===== src/rtl/apb_req_arbiter_if.sv =====
// Bundle of the requester-side command/response signals and the APB master bus.
// The arbiter connects through the master modport; requesters and the APB slave connect through the slave modport.
interface apb_req_arbiter_if #(
    parameter int ADDR_W = 32,
    parameter int DATA_W = 32,
    parameter int STRB_W = DATA_W / 8
);
    logic [1:0]          rq_valid;
    logic [1:0]          rq_write;
    logic [2*ADDR_W-1:0] rq_addr;
    logic [2*DATA_W-1:0] rq_wdata;
    logic [2*STRB_W-1:0] rq_strobe;
    logic [1:0]          rq_gnt;
    logic [1:0]          rq_done;
    logic [DATA_W-1:0]   rq_rdata;
    logic                rq_err;

    logic                psel;
    logic                penable;
    logic                pwrite;
    logic [ADDR_W-1:0]   paddr;
    logic [DATA_W-1:0]   pwdata;
    logic [STRB_W-1:0]   pstrb;
    logic [DATA_W-1:0]   prdata;
    logic                pready;
    logic                pslverr;

    modport master (
        input  rq_valid, rq_write, rq_addr, rq_wdata, rq_strobe,
        input  prdata, pready, pslverr,
        output rq_gnt, rq_done, rq_rdata, rq_err,
        output psel, penable, pwrite, paddr, pwdata, pstrb
    );

    modport slave (
        output rq_valid, rq_write, rq_addr, rq_wdata, rq_strobe,
        output prdata, pready, pslverr,
        input  rq_gnt, rq_done, rq_rdata, rq_err,
        input  psel, penable, pwrite, paddr, pwdata, pstrb
    );
endinterface


===== src/rtl/apb_req_arbiter.sv =====
// Two-requester round-robin arbiter that turns level-held commands into APB transfers
// on one shared master port, with an optional ACCESS-phase timeout.
module apb_req_arbiter #(
    parameter int ADDR_W  = 32,
    parameter int DATA_W  = 32,
    parameter int STRB_W  = DATA_W / 8,
    parameter int TIMEOUT = 16
) (
    input  logic                clk,
    input  logic                rst,
    apb_req_arbiter_if.master   bus
);
    typedef enum logic [1:0] {
        IDLE   = 2'd0,
        SETUP  = 2'd1,
        ACCESS = 2'd2
    } state_t;

    localparam int CNT_W = (TIMEOUT > 2) ? $clog2(TIMEOUT) : 1;
    localparam logic [CNT_W-1:0] CNT_LAST = (TIMEOUT > 0) ? CNT_W'(TIMEOUT - 1) : '0;

    state_t            state;
    state_t            state_nxt;
    logic              owner;
    logic              last_gnt;
    logic              winner;
    logic [CNT_W-1:0]  cnt;
    logic [1:0]        gnt;
    logic              pwrite_q;
    logic [ADDR_W-1:0] paddr_q;
    logic [DATA_W-1:0] pwdata_q;
    logic [STRB_W-1:0] pstrb_q;
    logic              pready_hit;
    logic              timeout_hit;
    logic              finish;

    always_comb begin
        // NOTE: every signal gets a default first so no path through the case leaves one unassigned (no latch).
        state_nxt   = state;
        winner      = 1'b0;
        pready_hit  = 1'b0;
        timeout_hit = 1'b0;

        // With both requesting, the one that did not complete last wins.
        if (bus.rq_valid == 2'b11)
            winner = ~last_gnt;
        else
            winner = bus.rq_valid[1];

        if (state == ACCESS) begin
            pready_hit  = bus.pready;
            timeout_hit = (TIMEOUT != 0) && !bus.pready && (cnt == CNT_LAST);
        end
        finish = pready_hit || timeout_hit;

        case (state)
            IDLE:    if (|bus.rq_valid) state_nxt = SETUP;
            SETUP:   state_nxt = ACCESS;
            ACCESS:  if (finish) state_nxt = IDLE;
            default: state_nxt = IDLE;
        endcase
    end

    always_ff @(posedge clk) begin
        // NOTE: state is updated with non-blocking assignments so every register samples pre-edge values.
        if (rst) begin
            state    <= IDLE;
            owner    <= 1'b0;
            last_gnt <= 1'b1;
            cnt      <= '0;
            gnt      <= '0;
            pwrite_q <= 1'b0;
            paddr_q  <= '0;
            pwdata_q <= '0;
            pstrb_q  <= '0;
        end else begin
            state <= state_nxt;
            case (state)
                IDLE: begin
                    if (|bus.rq_valid) begin
                        owner    <= winner;
                        gnt      <= 2'b01 << winner;
                        pwrite_q <= bus.rq_write[winner];
                        paddr_q  <= bus.rq_addr[winner*ADDR_W +: ADDR_W];
                        pwdata_q <= bus.rq_wdata[winner*DATA_W +: DATA_W];
                        pstrb_q  <= bus.rq_strobe[winner*STRB_W +: STRB_W];
                    end
                end
                SETUP: cnt <= '0;
                ACCESS: begin
                    cnt <= cnt + 1'b1;
                    if (finish) begin
                        gnt      <= '0;
                        last_gnt <= owner;
                    end
                end
                default: ;
            endcase
        end
    end

    assign bus.psel     = (state == SETUP) || (state == ACCESS);
    assign bus.penable  = (state == ACCESS);
    assign bus.pwrite   = pwrite_q;
    assign bus.paddr    = paddr_q;
    assign bus.pwdata   = pwdata_q;
    assign bus.pstrb    = pstrb_q;
    assign bus.rq_gnt   = gnt;
    assign bus.rq_done  = finish ? (2'b01 << owner) : 2'b00;
    // Read data passes only on a real read completion; a timeout returns zero.
    assign bus.rq_rdata = (pready_hit && !pwrite_q) ? bus.prdata : '0;
    assign bus.rq_err   = pready_hit ? bus.pslverr : timeout_hit;

    always_ff @(posedge clk) begin
        if (!rst) begin
            assert ($onehot0(gnt));
            assert ((bus.rq_done & ~gnt) == 2'b00);
            assert (!bus.penable || bus.psel);
        end
    end
endmodule


===== src/flat_wrapper.sv =====
// flat-port wrapper written by rule: the top's interface ports become plain ports
module apb_req_arbiter_flat 
#(
    parameter int ADDR_W  = 32,
    parameter int DATA_W  = 32,
    parameter int STRB_W  = DATA_W / 8,
    parameter int TIMEOUT = 16
)
  (clk, rst, bus_rq_valid, bus_rq_write, bus_rq_addr, bus_rq_wdata, bus_rq_strobe, bus_prdata, bus_pready, bus_pslverr, bus_rq_gnt, bus_rq_done, bus_rq_rdata, bus_rq_err, bus_psel, bus_penable, bus_pwrite, bus_paddr, bus_pwdata, bus_pstrb);
  apb_req_arbiter_if #(.ADDR_W(ADDR_W), .DATA_W(DATA_W), .STRB_W(STRB_W)) bus_i ();
  input  logic clk;
  input  logic rst;
  input wire logic [$bits(bus_i.rq_valid)-1:0] bus_rq_valid;
  input wire logic [$bits(bus_i.rq_write)-1:0] bus_rq_write;
  input wire logic [$bits(bus_i.rq_addr)-1:0] bus_rq_addr;
  input wire logic [$bits(bus_i.rq_wdata)-1:0] bus_rq_wdata;
  input wire logic [$bits(bus_i.rq_strobe)-1:0] bus_rq_strobe;
  input wire logic [$bits(bus_i.prdata)-1:0] bus_prdata;
  input wire logic [$bits(bus_i.pready)-1:0] bus_pready;
  input wire logic [$bits(bus_i.pslverr)-1:0] bus_pslverr;
  output wire logic [$bits(bus_i.rq_gnt)-1:0] bus_rq_gnt;
  output wire logic [$bits(bus_i.rq_done)-1:0] bus_rq_done;
  output wire logic [$bits(bus_i.rq_rdata)-1:0] bus_rq_rdata;
  output wire logic [$bits(bus_i.rq_err)-1:0] bus_rq_err;
  output wire logic [$bits(bus_i.psel)-1:0] bus_psel;
  output wire logic [$bits(bus_i.penable)-1:0] bus_penable;
  output wire logic [$bits(bus_i.pwrite)-1:0] bus_pwrite;
  output wire logic [$bits(bus_i.paddr)-1:0] bus_paddr;
  output wire logic [$bits(bus_i.pwdata)-1:0] bus_pwdata;
  output wire logic [$bits(bus_i.pstrb)-1:0] bus_pstrb;
  assign bus_i.rq_valid = bus_rq_valid;
  assign bus_i.rq_write = bus_rq_write;
  assign bus_i.rq_addr = bus_rq_addr;
  assign bus_i.rq_wdata = bus_rq_wdata;
  assign bus_i.rq_strobe = bus_rq_strobe;
  assign bus_i.prdata = bus_prdata;
  assign bus_i.pready = bus_pready;
  assign bus_i.pslverr = bus_pslverr;
  assign bus_rq_gnt = bus_i.rq_gnt;
  assign bus_rq_done = bus_i.rq_done;
  assign bus_rq_rdata = bus_i.rq_rdata;
  assign bus_rq_err = bus_i.rq_err;
  assign bus_psel = bus_i.psel;
  assign bus_penable = bus_i.penable;
  assign bus_pwrite = bus_i.pwrite;
  assign bus_paddr = bus_i.paddr;
  assign bus_pwdata = bus_i.pwdata;
  assign bus_pstrb = bus_i.pstrb;
  apb_req_arbiter #(.ADDR_W(ADDR_W), .DATA_W(DATA_W), .STRB_W(STRB_W), .TIMEOUT(TIMEOUT)) u_core (.clk(clk), .rst(rst), .bus(bus_i));
endmodule

===== config.mk =====
export PLATFORM = sky130hd
export DESIGN_NAME = apb_req_arbiter_flat
export DESIGN_NICKNAME = d
export VERILOG_FILES = /design/src/rtl/apb_req_arbiter_if.sv /design/src/rtl/apb_req_arbiter.sv /design/src/flat_wrapper.sv
export SDC_FILE = /design/constraint.sdc
export NUM_CORES = 1
export LEC_CHECK = 0
export BUFFER_PORTS_ARGS = -buffer_cell sky130_fd_sc_hd__buf_2
export CORE_AREA = 2 2 109 111
export DETAILED_ROUTE_END_ITERATION = 8
export DIE_AREA = 0 0 111 113
export PLACE_DENSITY = 0.83
export SYNTH_ARGS = -nofsm -noshare
export SYNTH_HDL_FRONTEND = slang
export SYNTH_SLANG_ARGS = --single-unit
export TNS_END_PERCENT = 50

===== constraint.sdc =====
create_clock -name clk -period 1.5 [get_ports clk]
set_clock_uncertainty 0.2 [all_clocks]
set_input_delay 0.15 -clock clk [delete_from_list [all_inputs] [get_ports clk]]
set_output_delay 0.15 -clock clk [all_outputs]
set_load 0.005 [all_outputs]

==> out/metrics.cfg <==
[synthesis]
synth_area_leaders=dfxtp_1, mux2i_1, a211oi_1
synth_ff_type=dfxtp_1
yosysTopAreaCell=dfxtp_1
synth-edff-count=0
synth-async-reset-ratio=0
synth.distinct_cells=28
yosysWarnings=0
avgSynthCellArea_sq_um=9.477
syn_nets=590
synth.cell_area_sq_um=3876
ys_ff_latch=79
yosysSeqAreaShare=0.4080
netlist_instances=409
yosysTopAreaCellShare=0.4080

[global_route]
grt_first_pass_wirelength_microns=24160
first_global_vias=4793
grt_busiest_layer=met2
antenna_found_initial=0
grt_max_degree=34
use_met2=0.4393
grt.total_usage=0.2420
use_met3=0.07606
overflow=0
grtUsageMet1=0.2587

[power_and_ir_drop]
switching_share=0.3016
p_seq_frac=0.324
p_sw_mw=2.469
ir_drop_mv=0.6377
pwr-share-comb=0.366
p_leak_nw=3.690
power.internal_mw=5.718
cellPowerDensity_nw_per_um2=1049
power_mw=8.188
p_clk_frac=0.310

[floorplan]
fp-row-count=39
dieArea_sq_um=12540
die_height_microns=113
dieWidth_microns=111
initial_utilization=0.3439
coreArea_sq_um=11270
ios=284

[sta]
max_freq_mhz=542.8
setup_tns_ps=-15840
rsz0062_at_grt=yes
slew_violations=0
period_share=1.228
hold_viol=0
setup_viol=108
worst_slew_pin_slew_ps=459.6
period_needed_ps=1842
slew-limit-headroom=0.6936
worst_slack_ps=-342.2

[clock_tree]
cts_tree=done
clk_latency_ps=330
root_buffer=clkbuf_16
h-tree-depth=3
clk_pin_slew_ps=60
numCtsBuffers=9
cts_buffer_depth=2
cts_sinks=79

[min_path]
whs_path_depth=3
hold_path_class=in2reg

[worst_setup_path]
critical_path_class=reg2out
startpoint_type=register
path_max_fanout=16
worstSetupEndpointType=output pin
crit_arrival_ps=1490
worstPathRequired_ps=1150
r2r_cells=6

[route]
antenna_left=0
drt_wl_total_microns=17550
via_per_inst=4.957
drt_pass1_iterations=4
vias=4818
wl_per_cell_microns=18.05
drc=0
first_iter_violations=407

[placement]
io_buffers=283
gp_congestion=0.9347
dp_hpwl_microns=9190
post-place-ws_ps=-109.9

[outcome]
outcome=finished, violations left
failed_checks=setup timing

[cells_and_area]
layout-drive-gt1-share=0.5428
fillers=792
mostFrequentLayoutCells=buf_2, dlygate4sd3_1, nor2_1
final_nets=1006
antenna_cells=0
mostFrequentLayoutCell=buf_2
areaGrowthSynthToFinish_pct=101.4

[run]
timing.max_cap.violations=0

==> sequential cells by signal, indices dropped and copies added, names as in the netlist <==
name	cells
u_core.state	2
u_core.owner	1
u_core.last_gnt	1
u_core.bus.pwdata	32
u_core.bus.pwrite	1
u_core.bus.rq_gnt	2
u_core.bus.paddr	32
u_core.cnt	4
u_core.bus.pstrb	4
==> critical path, stage by stage, from the launching register on <==
cell and delay (ps):
dfxtp_2 340, inv_4 70, ha_4 130, nand2_2 50, nor2_4 150, clkbuf_16 190, and2_1 120, buf_2 110
==> cells in the mapped netlist, drive strengths merged, types with 2 or more instances <==
library cell  instances
nor2                 83
dfxtp                79
mux2i                73
a211oi               69
and2                 32
buf                  22
clkbuf               14
inv                   6
ha                    5
a21oi                 4
o21ai                 4
a31oi                 2
and3                  2
nand2                 2
nand3                 2
nor3b                 2
==> metal layers <==
layer  routed length (microns)  share of wire
met4                       754          0.043
met2                      9012           0.51
met5                         0              0
met1                      6586           0.38
met3                      1191          0.068
==> cell families after synthesis <==
group,synth area share
multiplexers,0.1914
AND/OR/NAND/NOR,0.1453
adder cells (fa/ha/maj),0.01614
flip-flops,0.4080
buffers and inverters,0.07714
AO/OA/AOI/OAI,0.1620
==> area by class of cell <==
| class | count | area, sq um | area share |
|---|---|---|---|
| repair buffers | 440 | 3212 | 0.4115 |
| inverters | 6 | 27.53 | 0.003527 |
| clock inverters | 5 | 106.4 | 0.01363 |
| well taps | 143 | 178.9 | 0.02292 |
| multi-input cells | 289 | 2451 | 0.3140 |
| flip-flops and latches | 79 | 1590 | 0.2038 |
| clock buffers | 10 | 239.0 | 0.03062 |
==> metrics by stage <==
step                      hold WS (ps)  utilization  instance area, sq um  instances
after floorplan                  147.5            -                  3949        409
after global placement           281.4       0.5033                  5673        841
after detailed placement         287.3       0.5033                  5673        841
after CTS                       0.1818       0.6469                  7292        958
after global routing             5.994       0.6924                  7805        972
final                            1.985       0.6924                  7805        972
==> final timing paths <==
kind         slack [ps]            startpoint               endpoint
max                -340       u_core.state[0]       bus_rq_rdata[26]
min                   2      bus_rq_wdata[39]   u_core.bus.pwdata[7]
max reg2reg        -150       u_core.last_gnt  u_core.bus.pwdata[14]
min reg2reg         290  u_core.bus.paddr[20]   u_core.bus.paddr[20]
==> timing repair <==
action	in CTS	in global routing
pin swaps	13	22
gates resized for setup	45	71
buffers inserted	6	3
cloned	5	6
hold buffers	91	5
endpoints found under the setup margin	103	115
endpoints found under the hold margin	49	4
==> power by group through the flow <==
stage                     clock (mW)  sequential [mW]  combinational [mW]
final                           2.54             2.65                2.99
after floorplan                    0             2.71                1.10
after CTS                       2.58             2.64                2.56
after global routing            2.68             2.69                3.21
after global placement             0             2.66                1.98
after detailed placement           0             2.67                2.03
Power figures use the tool's default switching activity.
